==> src/rtl/bp_pkg.sv <==
// Shared types for the branch-history-table update path: FSM encoding and
// the layout of one queued update.
package bp_pkg;

    localparam int unsigned BP_IDX_W = 5;

    typedef enum logic [1:0] {
        S_START = 2'd0,
        S_INIT  = 2'd1,
        S_RUN   = 2'd2
    } bp_state_e;

    // Queued resolved-branch update; idx width must match the top's IDX_W.
    typedef struct packed {
        logic [BP_IDX_W-1:0] idx;
        logic                taken;
    } upd_entry_t;

endpackage

==> src/rtl/bht_upd_fifo.sv <==
// Small FIFO of pending BHT updates. Head is visible combinationally so the
// scheduler can compare it against the fetch lookup in the same cycle.
module bht_upd_fifo
    import bp_pkg::*;
#(
    parameter int unsigned DEPTH = 4
) (
    input  logic       clk,
    input  logic       arst_n,
    input  logic       i_flush,
    input  logic       i_push,
    input  upd_entry_t i_entry,
    input  logic       i_pop,
    output upd_entry_t o_head_c,
    output logic       o_full_c,
    output logic       o_empty_c
);

    localparam int unsigned PTR_W = (DEPTH > 1) ? $clog2(DEPTH) : 1;
    localparam int unsigned CNT_W = PTR_W + 1;

    upd_entry_t       r_mem [DEPTH];
    logic [PTR_W-1:0] r_wptr;
    logic [PTR_W-1:0] r_rptr;
    logic [CNT_W-1:0] r_count;

    // Storage needs no reset; validity is tracked by r_count.
    always_ff @(posedge clk) begin
        if (i_push) begin
            r_mem[r_wptr] <= i_entry;
        end
    end

    always_ff @(posedge clk or negedge arst_n) begin
        if (!arst_n) begin
            r_wptr  <= '0;
            r_rptr  <= '0;
            r_count <= '0;
        end else if (i_flush) begin
            r_wptr  <= '0;
            r_rptr  <= '0;
            r_count <= '0;
        end else begin
            if (i_push) begin
                r_wptr <= r_wptr + PTR_W'(1);
            end
            if (i_pop) begin
                r_rptr <= r_rptr + PTR_W'(1);
            end
            unique case ({i_push, i_pop})
                2'b10:   r_count <= r_count + CNT_W'(1);
                2'b01:   r_count <= r_count - CNT_W'(1);
                default: r_count <= r_count;
            endcase
        end
    end

    assign o_head_c  = r_mem[r_rptr];
    assign o_full_c  = (r_count == CNT_W'(DEPTH));
    assign o_empty_c = (r_count == '0);

endmodule

==> src/rtl/bht_update_scheduler.sv <==
// Schedules writes into the 2-bit-counter BHT: sweeps the table to
// weakly-not-taken after reset/clear, then drains queued updates while
// dodging same-index fetch lookups for a bounded number of cycles.
module bht_update_scheduler
    import bp_pkg::*;
#(
    parameter int unsigned IDX_W     = BP_IDX_W,
    parameter int unsigned DEPTH     = 4,
    parameter int unsigned MAX_DEFER = 2
) (
    input  logic             clk,
    input  logic             arst_n,
    input  logic             clear,
    input  logic             upd_valid,
    output logic             upd_ready,
    input  logic [IDX_W-1:0] upd_idx,
    input  logic             upd_taken,
    input  logic             lk_valid,
    input  logic [IDX_W-1:0] lk_idx,
    output logic             bht_we,
    output logic [IDX_W-1:0] bht_waddr,
    output logic             bht_taken,
    output logic             bht_init,
    output logic             busy
);

    localparam int unsigned N_ENT = 1 << IDX_W;
    localparam int unsigned DEF_W = (MAX_DEFER < 1) ? 1 : $clog2(MAX_DEFER + 1);

    bp_state_e        r_state;
    bp_state_e        w_state_nxt;
    logic [IDX_W-1:0] r_init_cnt;
    logic [DEF_W-1:0] r_defer;

    upd_entry_t w_entry;
    upd_entry_t w_head;
    logic       w_full;
    logic       w_empty;
    logic       w_push;
    logic       w_pop;
    logic       w_flush;
    logic       w_hold;
    logic       w_conflict;

    assign w_entry    = '{idx: upd_idx, taken: upd_taken};
    assign w_conflict = lk_valid && (lk_idx == w_head.idx);

    bht_upd_fifo #(
        .DEPTH (DEPTH)
    ) u_fifo (
        .clk       (clk),
        .arst_n    (arst_n),
        .i_flush   (w_flush),
        .i_push    (w_push),
        .i_entry   (w_entry),
        .i_pop     (w_pop),
        .o_head_c  (w_head),
        .o_full_c  (w_full),
        .o_empty_c (w_empty)
    );

    always_ff @(posedge clk or negedge arst_n) begin
        if (!arst_n) begin
            r_state <= S_START;
        end else begin
            r_state <= w_state_nxt;
        end
    end

    // Write-port arbitration; bht_* see only registered state, clear and lk_*.
    always_comb begin
        w_state_nxt = r_state;
        upd_ready   = 1'b0;
        busy        = 1'b1;
        bht_we      = 1'b0;
        bht_waddr   = '0;
        bht_taken   = 1'b0;
        bht_init    = 1'b0;
        w_push      = 1'b0;
        w_pop       = 1'b0;
        w_flush     = 1'b0;
        w_hold      = 1'b0;
        unique case (r_state)
            S_START: begin
                w_state_nxt = S_INIT;
            end
            S_INIT: begin
                bht_we    = 1'b1;
                bht_init  = 1'b1;
                bht_waddr = r_init_cnt;
                if (r_init_cnt == IDX_W'(N_ENT - 1)) begin
                    w_state_nxt = S_RUN;
                end
            end
            S_RUN: begin
                busy = 1'b0;
                if (clear) begin
                    // The table is about to be re-swept, so drop the head too.
                    w_flush     = 1'b1;
                    w_state_nxt = S_INIT;
                end else begin
                    upd_ready = !w_full;
                    w_push    = upd_valid && !w_full;
                    if (!w_empty) begin
                        if (!w_conflict || (r_defer == DEF_W'(MAX_DEFER))) begin
                            w_pop     = 1'b1;
                            bht_we    = 1'b1;
                            bht_waddr = w_head.idx;
                            bht_taken = w_head.taken;
                        end else begin
                            w_hold = 1'b1;
                        end
                    end
                end
            end
            default: begin
                w_state_nxt = S_START;
            end
        endcase
    end

    always_ff @(posedge clk or negedge arst_n) begin
        if (!arst_n) begin
            r_init_cnt <= '0;
            r_defer    <= '0;
        end else begin
            if (w_flush) begin
                r_init_cnt <= '0;
            end else if (r_state == S_INIT) begin
                r_init_cnt <= r_init_cnt + IDX_W'(1);
            end
            if (w_flush || w_pop) begin
                r_defer <= '0;
            end else if (w_hold) begin
                r_defer <= r_defer + DEF_W'(1);
            end
        end
    end

endmodule

==> config.mk <==
export PLATFORM = sky130hd
export DESIGN_NAME = bht_update_scheduler
export DESIGN_NICKNAME = d
export VERILOG_FILES = /design/src/rtl/bp_pkg.sv /design/src/rtl/bht_upd_fifo.sv /design/src/rtl/bht_update_scheduler.sv
export SDC_FILE = /design/constraint.sdc
export NUM_CORES = 1
export LEC_CHECK = 0
export ABC_AREA = 1
export BUFFER_PORTS_ARGS = -buffer_cell sky130_fd_sc_hd__buf_2
export CAP_MARGIN = 30
export CORE_UTILIZATION = 51
export CTS_CLUSTER_DIAMETER = 100
export DETAILED_ROUTE_END_ITERATION = 12
export HOLD_SLACK_MARGIN = 0.02
export PLACE_DENSITY_LB_ADDON = 0.3
export SYNTH_ARGS = -nofsm -noshare
export SYNTH_HDL_FRONTEND = slang
export SYNTH_SLANG_ARGS = --single-unit
==> constraint.sdc <==
create_clock -name clk -period 2.3 [get_ports clk]
set_input_delay 0.69 -clock clk [delete_from_list [all_inputs] [get_ports clk]]
set_output_delay 0.69 -clock clk [all_outputs]
set_load 0.01 [all_outputs]
### Yosys cells after proc, flatten, opt, wreduce, memory -nomap -nowiden

Memory sizes are Yosys's and may differ from the RTL's.
Cells that the tools add are included.

* input bits: 16
* output and inout port bits: 10
* bits in writable memories: 24
* logic and storage cells: 77
* bits in registers: 16
* memories: 1

* equality and inequality tests: 10
* reduce and logical (&&, ||, !) cells: 14
* muxes and demuxes: 40
* add/sub/neg operators: 6

Memories
* u_fifo.r_mem: words 4, bits a word 6, rd ports 1, clocked after memory_dff 0, write ports 1, line bht_upd_fifo.sv:22 `upd_entry_t r_mem [DEPTH];`

Operators by type and width (count)
* two-way mux 5 bit: 5
* two-way mux 1 bit: 22
* two-way mux 2 bit: 8
* one-hot mux 5 bit (2 select lines): 1
* nonzero test 2 bit: 4
* adder 2 x 1 -> 2 bit (second input constant): 3
* equality test 2 bit (second input constant): 3
* one-hot mux 2 bit (3 select lines): 1
* one-hot mux 3 bit (2 select lines): 1
* adder 5 x 1 -> 5 bit (second input constant): 1
* equality test 5 bit: 1
* equality test 5 bit (second input constant): 1
* equality test 2 x 1 -> 1 bit (second input constant): 2
* != test 2 bit (second input constant): 2
* adder 3 x 1 -> 3 bit (second input constant): 1
* equality test 3 bit (second input constant): 1
* logical NOT 3 bit: 1
* two-way mux 3 bit: 1
* nonzero test 3 bit: 1
* subtractor 3 x 1 -> 3 bit (second input constant): 1
* logical AND 1 bit: 2
* logical NOT 1 bit: 2
* logical NOT 2 bit: 1
* logical OR 1 bit: 2
* 2 further kinds: 2

### Longest topological paths before layout

Gate-level depths: netlist (run 1).
An unclocked memory read counts as a cell.

* word-level depth: 12
* depth in mapped cells: 16
* gate-level depth less buffers: 15

### Hierarchy

Synthesis (run 1) repeated with hierarchy kept, for this count alone.

* cells, all modules: 226
* area, all modules: 2079.5 um2

By module, submodules not included
* bht_upd_fifo: cells an instance 117, times used 1, seq. area each 895.9 um2, area each 1337.5 um2
* bht_update_scheduler: cells an instance 109, times used 1, seq. area each 225.2 um2, area each 742.0 um2

### Worst setup path before layout (run 1)

No wires, ideal clock.

* path type: flip-flop to flip-flop
* from: reg r_state[0]
* to: reg u_fifo.r_count[2]
* setup slack: -0.031 ns
* buffers on the path: 0
* data required time: 2.174 ns
* cell stages (with the launch flop): 13
* clock period less this slack: 2.331 ns
* data arrival time: 2.205 ns
* path through: dfrtp_1 inv_1 ha_1 inv_1 nor2_1 inv_1 nor2_1 nand2_1 ha_1 fa_1 xnor2_1 nand2_1 o21ai_0

* word-level cells in the longest chain between the ends: 5

Ends and longest elaborated chain
* from (decl): line bht_update_scheduler.sv:30 `bp_state_e r_state;`
* from (signal assigned): line bht_update_scheduler.sv:66 `r_state <= w_state_nxt;`
* equality test 2 bit (*): line bht_update_scheduler.sv:83 `unique case (r_state)`
* two-way mux 1 bit: line bht_update_scheduler.sv:83
* equality test 2 x 1 -> 1 bit / equality test 2 bit (equally long branches): line bht_upd_fifo.sv:50 `unique case ({i_push, i_pop})`
* one-hot mux 3 bit (2 select lines): line bht_upd_fifo.sv:50
* two-way mux 3 bit: line bht_upd_fifo.sv:39 `end else if (i_flush) begin`
* to (signal assigned): line bht_upd_fifo.sv:51 `2'b10: r_count <= r_count + CNT_W'(1);`
* to (signal assigned): line bht_upd_fifo.sv:52 `2'b01: r_count <= r_count - CNT_W'(1);`
* to (signal assigned): line bht_upd_fifo.sv:53 `default: r_count <= r_count;`
* to (decl): line bht_upd_fifo.sv:25 `logic [CNT_W-1:0] r_count;`

Every way passes the cells marked *; elsewhere a longest branch is shown, timed or not.
A chain may end at the register's enable or synchronous reset.

### Worst setup path in the final report (run 1)

* from: reg u_fifo.r_rptr[0]
* to: out bht_waddr[4]

* word-level cells in the longest chain between the ends: 9

Ends and longest elaborated chain
* from (decl): line bht_upd_fifo.sv:24 `logic [PTR_W-1:0] r_rptr;`
* from (signal assigned): line bht_upd_fifo.sv:48 `r_rptr <= r_rptr + PTR_W'(1);`
* memory (4 x 6 bit) (*)
* equality test 5 bit: line bht_update_scheduler.sv:46 `assign w_conflict = lk_valid && (lk_idx == w_head.idx);`
* logical AND 1 bit: line bht_update_scheduler.sv:46
* logical NOT 1 bit: line bht_update_scheduler.sv:105 `if (!w_conflict || (r_defer == DEF_W'(MAX_DEFER))) begin`
* logical OR 1 bit: line bht_update_scheduler.sv:105
* two-way mux 5 bit (*): line bht_update_scheduler.sv:105
* two-way mux 5 bit (*): line bht_update_scheduler.sv:104 `if (!w_empty) begin`
* two-way mux 5 bit (*): line bht_update_scheduler.sv:97 `if (clear) begin`
* one-hot mux 5 bit (2 select lines) (*): line bht_update_scheduler.sv:83
* to (decl): line bht_update_scheduler.sv:21 `output logic [IDX_W-1:0] bht_waddr,`

Marks and branches as above.

==> reports/qor.csv, run 1 <==
metric,value,unit
CORE AREA,0.00400,mm^2
R2R depth,18,
Final Hold Fails,0,
failing checks,negative setup slack,
total power,3.67,mW
status,"finished, violations left",
nets,336,
Rel. slew slack,72.8,%
Yosys top cell area share,33.8,%
Max Clock Skew,4.02,ps
"commonest non-fill, non-tap cell in the layout",buf_4,
root buffer cell,clkbuf_8,
CP Max Fanout,7,
Met3 Wirelength,340,um
reg2reg end,u_fifo.r_count[2],
Hold Crit Class,input pin to async pin,
drc violations,0,
most frequent cells in the layout,"38 x buf_4, 37 x nand2_1, 24 x buf_2, 24 x edfxtp_1",
Overall Global Routing Usage,25.0,%
WS Path Type,flip-flop to output port,
total CTS buffers,5,
post-synthesis register bit count,40,
register area share after synthesis,52.6,%
Met1 Wirelength,2.28,mm
Area growth syn-to-layout,43.7,%
DIE WIDTH,66.6,um
WL met2,2.76,mm
Avg Inst Size Synth,9.02,um^2
Reg2Reg Setup Slack,-200,ps
antenna violations before repair,0,
DR pass1 iterations,4,
Ys Warns,0,
global-route wire length before repair,7.87,mm
Site Rows,23,
WL final,5.49,mm
Worst Tran Pin Value,404,ps
clk slew on worst S/H paths,80,ps
total clock sinks,40,
"antenna viol nets, final",0,
Vias/cell,5.26,
H-Tree Depth,2,
worst path arrival time,1930,ps
max-slew violation count,0,
CTS tree,yes,
Die Y,66.6,um
Max-Cap Viols,0,
share of cells above drive strength 1,47.1,%
DR WL/cell,15.3,um
Sum Neg Setup Slack,-2480,ps
ANT cells,0,
"top cells by area, synth","edfxtp_1 34%, dfrtp_1 19%, nand2_1 11%, ha_1 7.1%, nand3_1 5.4%",
RSZ-0062 raised after global routing,yes,
total number of vias,1883,
Final Setup Violations,9,
remaining global-route overflow,0,
r2r startpoint,u_fifo.r_rptr[0],
Setup WS post-layout,-323,ps
crit end category,output port,
DP HPWL,3.12,mm
syn nets,265,
synthesized area,0.00213,mm^2
minimum clock period,2620,ps
fmax,381,MHz
Tcrit/Tclk final,114,%
largest area contributor in the netlist,edfxtp_1,
Routability Congestion,0.748,
worst skew pair latency,290,ps
synth unique cells,26,
largest net degree at the start of global routing,17,
vias in the first global route,1724,
initial DRC count,98,
IO Port Bufs,25,
Mapped Cells,236,
IO Count,26,
Pwr Density,1200,mW/mm^2
Peak VDD IR,531,uV
Top Layer Used,met4,
area of the die,0.00444,mm^2
clock buffer depth,2,
CP Launch Type,flip-flop,
CP required,1610,ps
Initial Util,53.2,%
Leak,1.39,nW
[layer usage]
metal / GRT usage (%) / vias up
met5: 0 / -
met4: 10.4 / 0
met3: 7.36 / 10
met2: 41.4 / 66
met1: 30.1 / 890
li1: - / 917
[how the worst max path moves through the flow]
stage,startpoint,end,slack (ps)
6_report,u_fifo.r_rptr[0],bht_waddr[4],-320
5_1_grt,u_fifo.r_rptr[0],bht_waddr[4],-410
4_1_cts,u_fifo.r_rptr[0],bht_we,-220
3_5_place_dp,lk_idx[1],u_fifo.r_count[2],-60
3_3_place_gp,clear,u_fifo.r_count[2],-50
2_1_floorplan,r_state[0],u_fifo.r_count[2],60
[through the flow]
stage / hold WS (ps) / cell area [um^2] / setup WS [ps] / cells / utilization [%]
floorplan: 394 / 2130 / 55.9 / 236 / -
global route: 333 / 3060 / -413 / 358 / 76.5
finish: 320 / 3060 / -323 / 358 / 76.5
CTS: 314 / 2900 / -222 / 354 / 72.6
global placement: 487 / 2460 / -51.2 / 329 / 61.5
detailed placement: 512 / 2460 / -65.0 / 329 / 61.5
[what timing repair did]
| item | in CTS | in global routing |
|---|---|---|
| resized for setup | 43 | 37 |
| endpoints found under the setup margin | 9 | 11 |
| buffers inserted | 17 | 6 |
| pin swaps | 18 | 26 |
| gates cloned | 1 | 0 |
| hold buffers | 0 | 0 |
[power breakdown]
part	internal [mW]	switching, mW
clock network	0.543	0.242
logic	0.816	1.01
registers	0.909	0.143
total	2.27	1.40
[synthesized netlist by cell type]
| library cell | count |
|---|---|
| xnor2_1 | 2 |
| edfxtp_1 | 24 |
| nor2_1 | 22 |
| a211oi_1 | 1 |
| nand3_1 | 23 |
| nor2_2 | 4 |
| nand2_2 | 1 |
| nand4_1 | 1 |
| fa_1 | 1 |
| nand2_1 | 62 |
| dfrtp_1 | 16 |
| buf_4 | 2 |
| nand3_2 | 1 |
| ha_1 | 12 |
| clkbuf_1 | 2 |
| nand3_4 | 1 |
| nand3b_1 | 3 |
| inv_1 | 27 |
| nand2_4 | 1 |
| buf_6 | 1 |
| inv_2 | 2 |
| a21oi_2 | 1 |
| o31ai_1 | 1 |
| o21ai_0 | 9 |
| nor3_1 | 3 |
| a21oi_1 | 13 |
[registers in the layout (all words and copies together), names as in the netlist]
register,flops
r_init_cnt,5
r_defer,2
u_fifo.r_rptr,2
u_fifo.r_wptr,2
u_fifo.r_mem,24
u_fifo.r_count,3
r_state,2
[cell type report]
cell class              count  area (um^2)
well taps                  50         62.6
clock inverters             3         90.1
repair buffers             69          493
inverters                  29          114
multi-input cells         162         1110
fillers                   242          941
clock buffers               5         68.8
flip-flops and latches     40         1120
[worst max-delay path, stage by stage, from the launching register on]
cell,delay [ps]
dfrtp_2,450
buf_6,150
nand2_1,90
nand3_2,110
nand2_2,130
nand2_2,80
nand2_2,80
nor2_4,40
nand3_4,120
nand3_2,110
a21oi_2,140
buf_2,140
[cells by family (layout without fill, tap and decap cells)]
logic type	Yosys count	after routing	share of synthesized area [%]
AND/OR/NAND/NOR	122	122	25.6
flip-flops	40	40	52.6
buffers and inverters	34	106	6.70
AO/OA/AOI/OAI	25	25	6.29
adder cells (fa/ha/maj)	13	13	7.99
XOR/XNOR	2	2	0.823
Note: power is estimated with default switching activity, not from simulation.
==> run 2: changes to the inputs <==
GPL_TIMING_DRIVEN = 0   (was unset)
MAX_ROUTING_LAYER = met4   (was unset)
==> reports/qor.csv, run 2 (same netlist as run 1, synthesis figures left out) <==
metric,value,unit,change
H-Tree Depth,2,,unchanged
initial DRC count,63,,-36%
hold_buf cts,0,,unchanged
Switching Share,40.7,%,+2.6 points
crit end category,output port,,
Max-Cap Viols,0,,unchanged
Fill cells,310,,+28%
CORE AREA,0.00400,mm^2,unchanged
Final Setup Violations,9,,unchanged
total power,3.06,mW,-17%
DR pass1 iterations,4,,unchanged
DP HPWL,3.03,mm,-2.7%
Initial Util,53.2,%,unchanged
IO Port Bufs,25,,unchanged
Largest regs,"u_fifo.r_mem: 24 flops, r_init_cnt: 5 flops, u_fifo.r_count: 3 flops",,
worst path arrival time,1900,ps,-30 ps
share of cells above drive strength 1,32.9,%,-14 points
Int Power,1.81,mW,-20%
vias in the first global route,1593,,-7.6%
total clock sinks,40,,unchanged
antenna violations before repair,0,,unchanged
total number of vias,1695,,-10%
Tcrit/Tclk final,113,%,-1.2 points
root buffer cell,clkbuf_8,,
max-slew violation count,0,,unchanged
IO Count,26,,unchanged
design area,0.00266,mm^2,-13%
worst skew pair latency,290,ps,about the same
fmax,385,MHz,+1.1%
R2R depth,17,,-1
Peak VDD IR,584,uV,+10%
CP required,1610,ps,about the same
Leak,1.20,nW,-14%
Overall Global Routing Usage,22.7,%,-2.3 points
drc violations,0,,unchanged
Reg area,0.00112,mm^2,unchanged
failing checks,negative setup slack,,
Setup WS post-layout,-295,ps,+28.7 ps
"antenna viol nets, final",0,,unchanged
Multi-input gate area,997,um^2,-10%
CP Launch Type,flip-flop,,
clk slew on worst S/H paths,80,ps,about the same
Vias/cell,5.14,,-2.3%
area of the die,0.00444,mm^2,unchanged
Final Hold Fails,0,,unchanged
minimum clock period,2590,ps,-28.7 ps
Max Clock Skew,7.40,ps,+3.38 ps
Worst Tran Pin Value,591,ps,+187 ps
DIE WIDTH,66.6,um,unchanged
dpl ws,-231,ps,-166 ps
ANT cells,0,,unchanged
RSZ-0062 raised after global routing,yes,,
Hold Crit Class,input pin to async pin,,
total CTS buffers,5,,unchanged
Switch Pwr,1.25,mW,-11%
remaining global-route overflow,0,,unchanged
Area growth syn-to-layout,24.7,%,
global-route wire length before repair,7.12,mm,-9.5%
most frequent cells in the layout,"54 x nand2_1, 25 x inv_1, 25 x buf_2, 24 x edfxtp_1, 18 x nand3_1",,
Largest register FFs,24,,unchanged
WL final,4.48,mm,-18%
Seq pwr share,33.9,%,+5.2 points
largest net degree at the start of global routing,17,,unchanged
fin util,66.4,%,-10 points
nets,308,,-8.3%
number of placed cells counting well taps,311,,-5.5%
CP Max Fanout,7,,unchanged
combinational power share,46.9,%,-3.0 points
Post-Layout Cell Count,330,,-7.8%
Site Rows,23,,unchanged
status,"finished, violations left",,
CTS tree,yes,,
most flop-heavy register,u_fifo.r_mem,,
Die Y,66.6,um,unchanged
clock buffer depth,2,,unchanged
Rel. slew slack,60.5,%,-12 points
Reg2Reg Setup Slack,-200,ps,about the same
Pwr Density,1150,mW/mm^2,-3.9%
WS Path Type,flip-flop to output port,,
placed cell areas,0.00232,mm^2,-5.6%
reg2reg end,u_fifo.r_count[2],,
hold slack,291,ps,-29.2 ps
DR WL/cell,13.6,um,-12%
clock network fraction of total power,19.2,%,-2.2 points
Sum Neg Setup Slack,-2230,ps,+256 ps
"commonest non-fill, non-tap cell in the layout",nand2_1,,
Routability Congestion,0.780,,+4.2%
r2r startpoint,u_fifo.r_rptr[0],,
==> run 2: cell count changes in the layout (fill, tap and decap cells not counted), moves of 2 or more <==
cell / before / now
inv_2: 4 / 2
nor2_1: 17 / 15
nand3_1: 10 / 18
nand2_4: 4 / 1
buf_6: 6 / 3
nand3_2: 13 / 6
nor2_2: 3 / 9
inv_1: 23 / 25
nor2_4: 6 / 3
nand2_2: 23 / 9
bufinv_16: 3 / 1
buf_4: 38 / 11
nand2_1: 37 / 54
==> run 2: worst max-delay path, cell delays in order, from the launching register on <==
cell,delay (ps)
dfrtp_2,460
inv_4,100
buf_6,130
nand2_1,60
nand3_2,70
nand2_2,60
nand2_1,60
nand2_1,50
nor2_2,140
nand3_4,130
nand3_1,130
a21oi_2,70
buf_2,140
==> run 2: what timing repair did <==
item                       CTS  global route
gates resized for setup     24            18
pin swaps                   10             9
buffers inserted             8             2
setup endpoints to repair   11            35
gates cloned                 2             0
==> run 2: worst max-delay path by stage <==
stage / startpoint / endpoint / slack, ps
after floorplan: r_state[0] / u_fifo.r_count[2] / 60
after global placement: clear / bht_taken / -200
after detailed placement: clear / bht_taken / -230
after CTS: u_fifo.r_rptr[0] / bht_we / -270
after global routing: u_fifo.r_rptr[0] / bht_waddr[1] / -380
final: u_fifo.r_rptr[0] / bht_waddr[3] / -290
==> run 2: cell type report <==
| cell class | count | share of cell area (%) |
|---|---|---|
| sequential | 40 | 42.3 |
| multi-input combinational | 163 | 37.5 |
| timing repair buffer | 36 | 7.96 |
| inverter | 29 | 4.29 |
| clock buffer | 5 | 2.59 |
| tap | 50 | 2.36 |
| clock inverter | 3 | 1.74 |
| buffer | 4 | 1.27 |
==> run 2: power groups by stage <==
stage / Clock (mW) / Combinational, mW / Sequential [mW]
2_1_floorplan: 0 / 0.864 / 1.01
3_3_place_gp: 0 / 1.10 / 1.04
3_5_place_dp: 0 / 1.14 / 1.04
4_1_cts: 0.601 / 1.32 / 1.03
5_1_grt: 0.622 / 1.60 / 1.05
6_report: 0.586 / 1.44 / 1.04
==> run 2: layer usage <==
layer | routed length, um | share of wire, % | global-route usage (%) | up-vias
met1 | 2030 | 45 | 26.3 | 790
met2 | 2180 | 49 | 39.9 | 39
li1 | - | - | - | 856
met4 | 80 | 1.8 | 6.12 | 0
met3 | 187 | 4.2 | 4.62 | 10
met5 | 0 | 0 | - | -
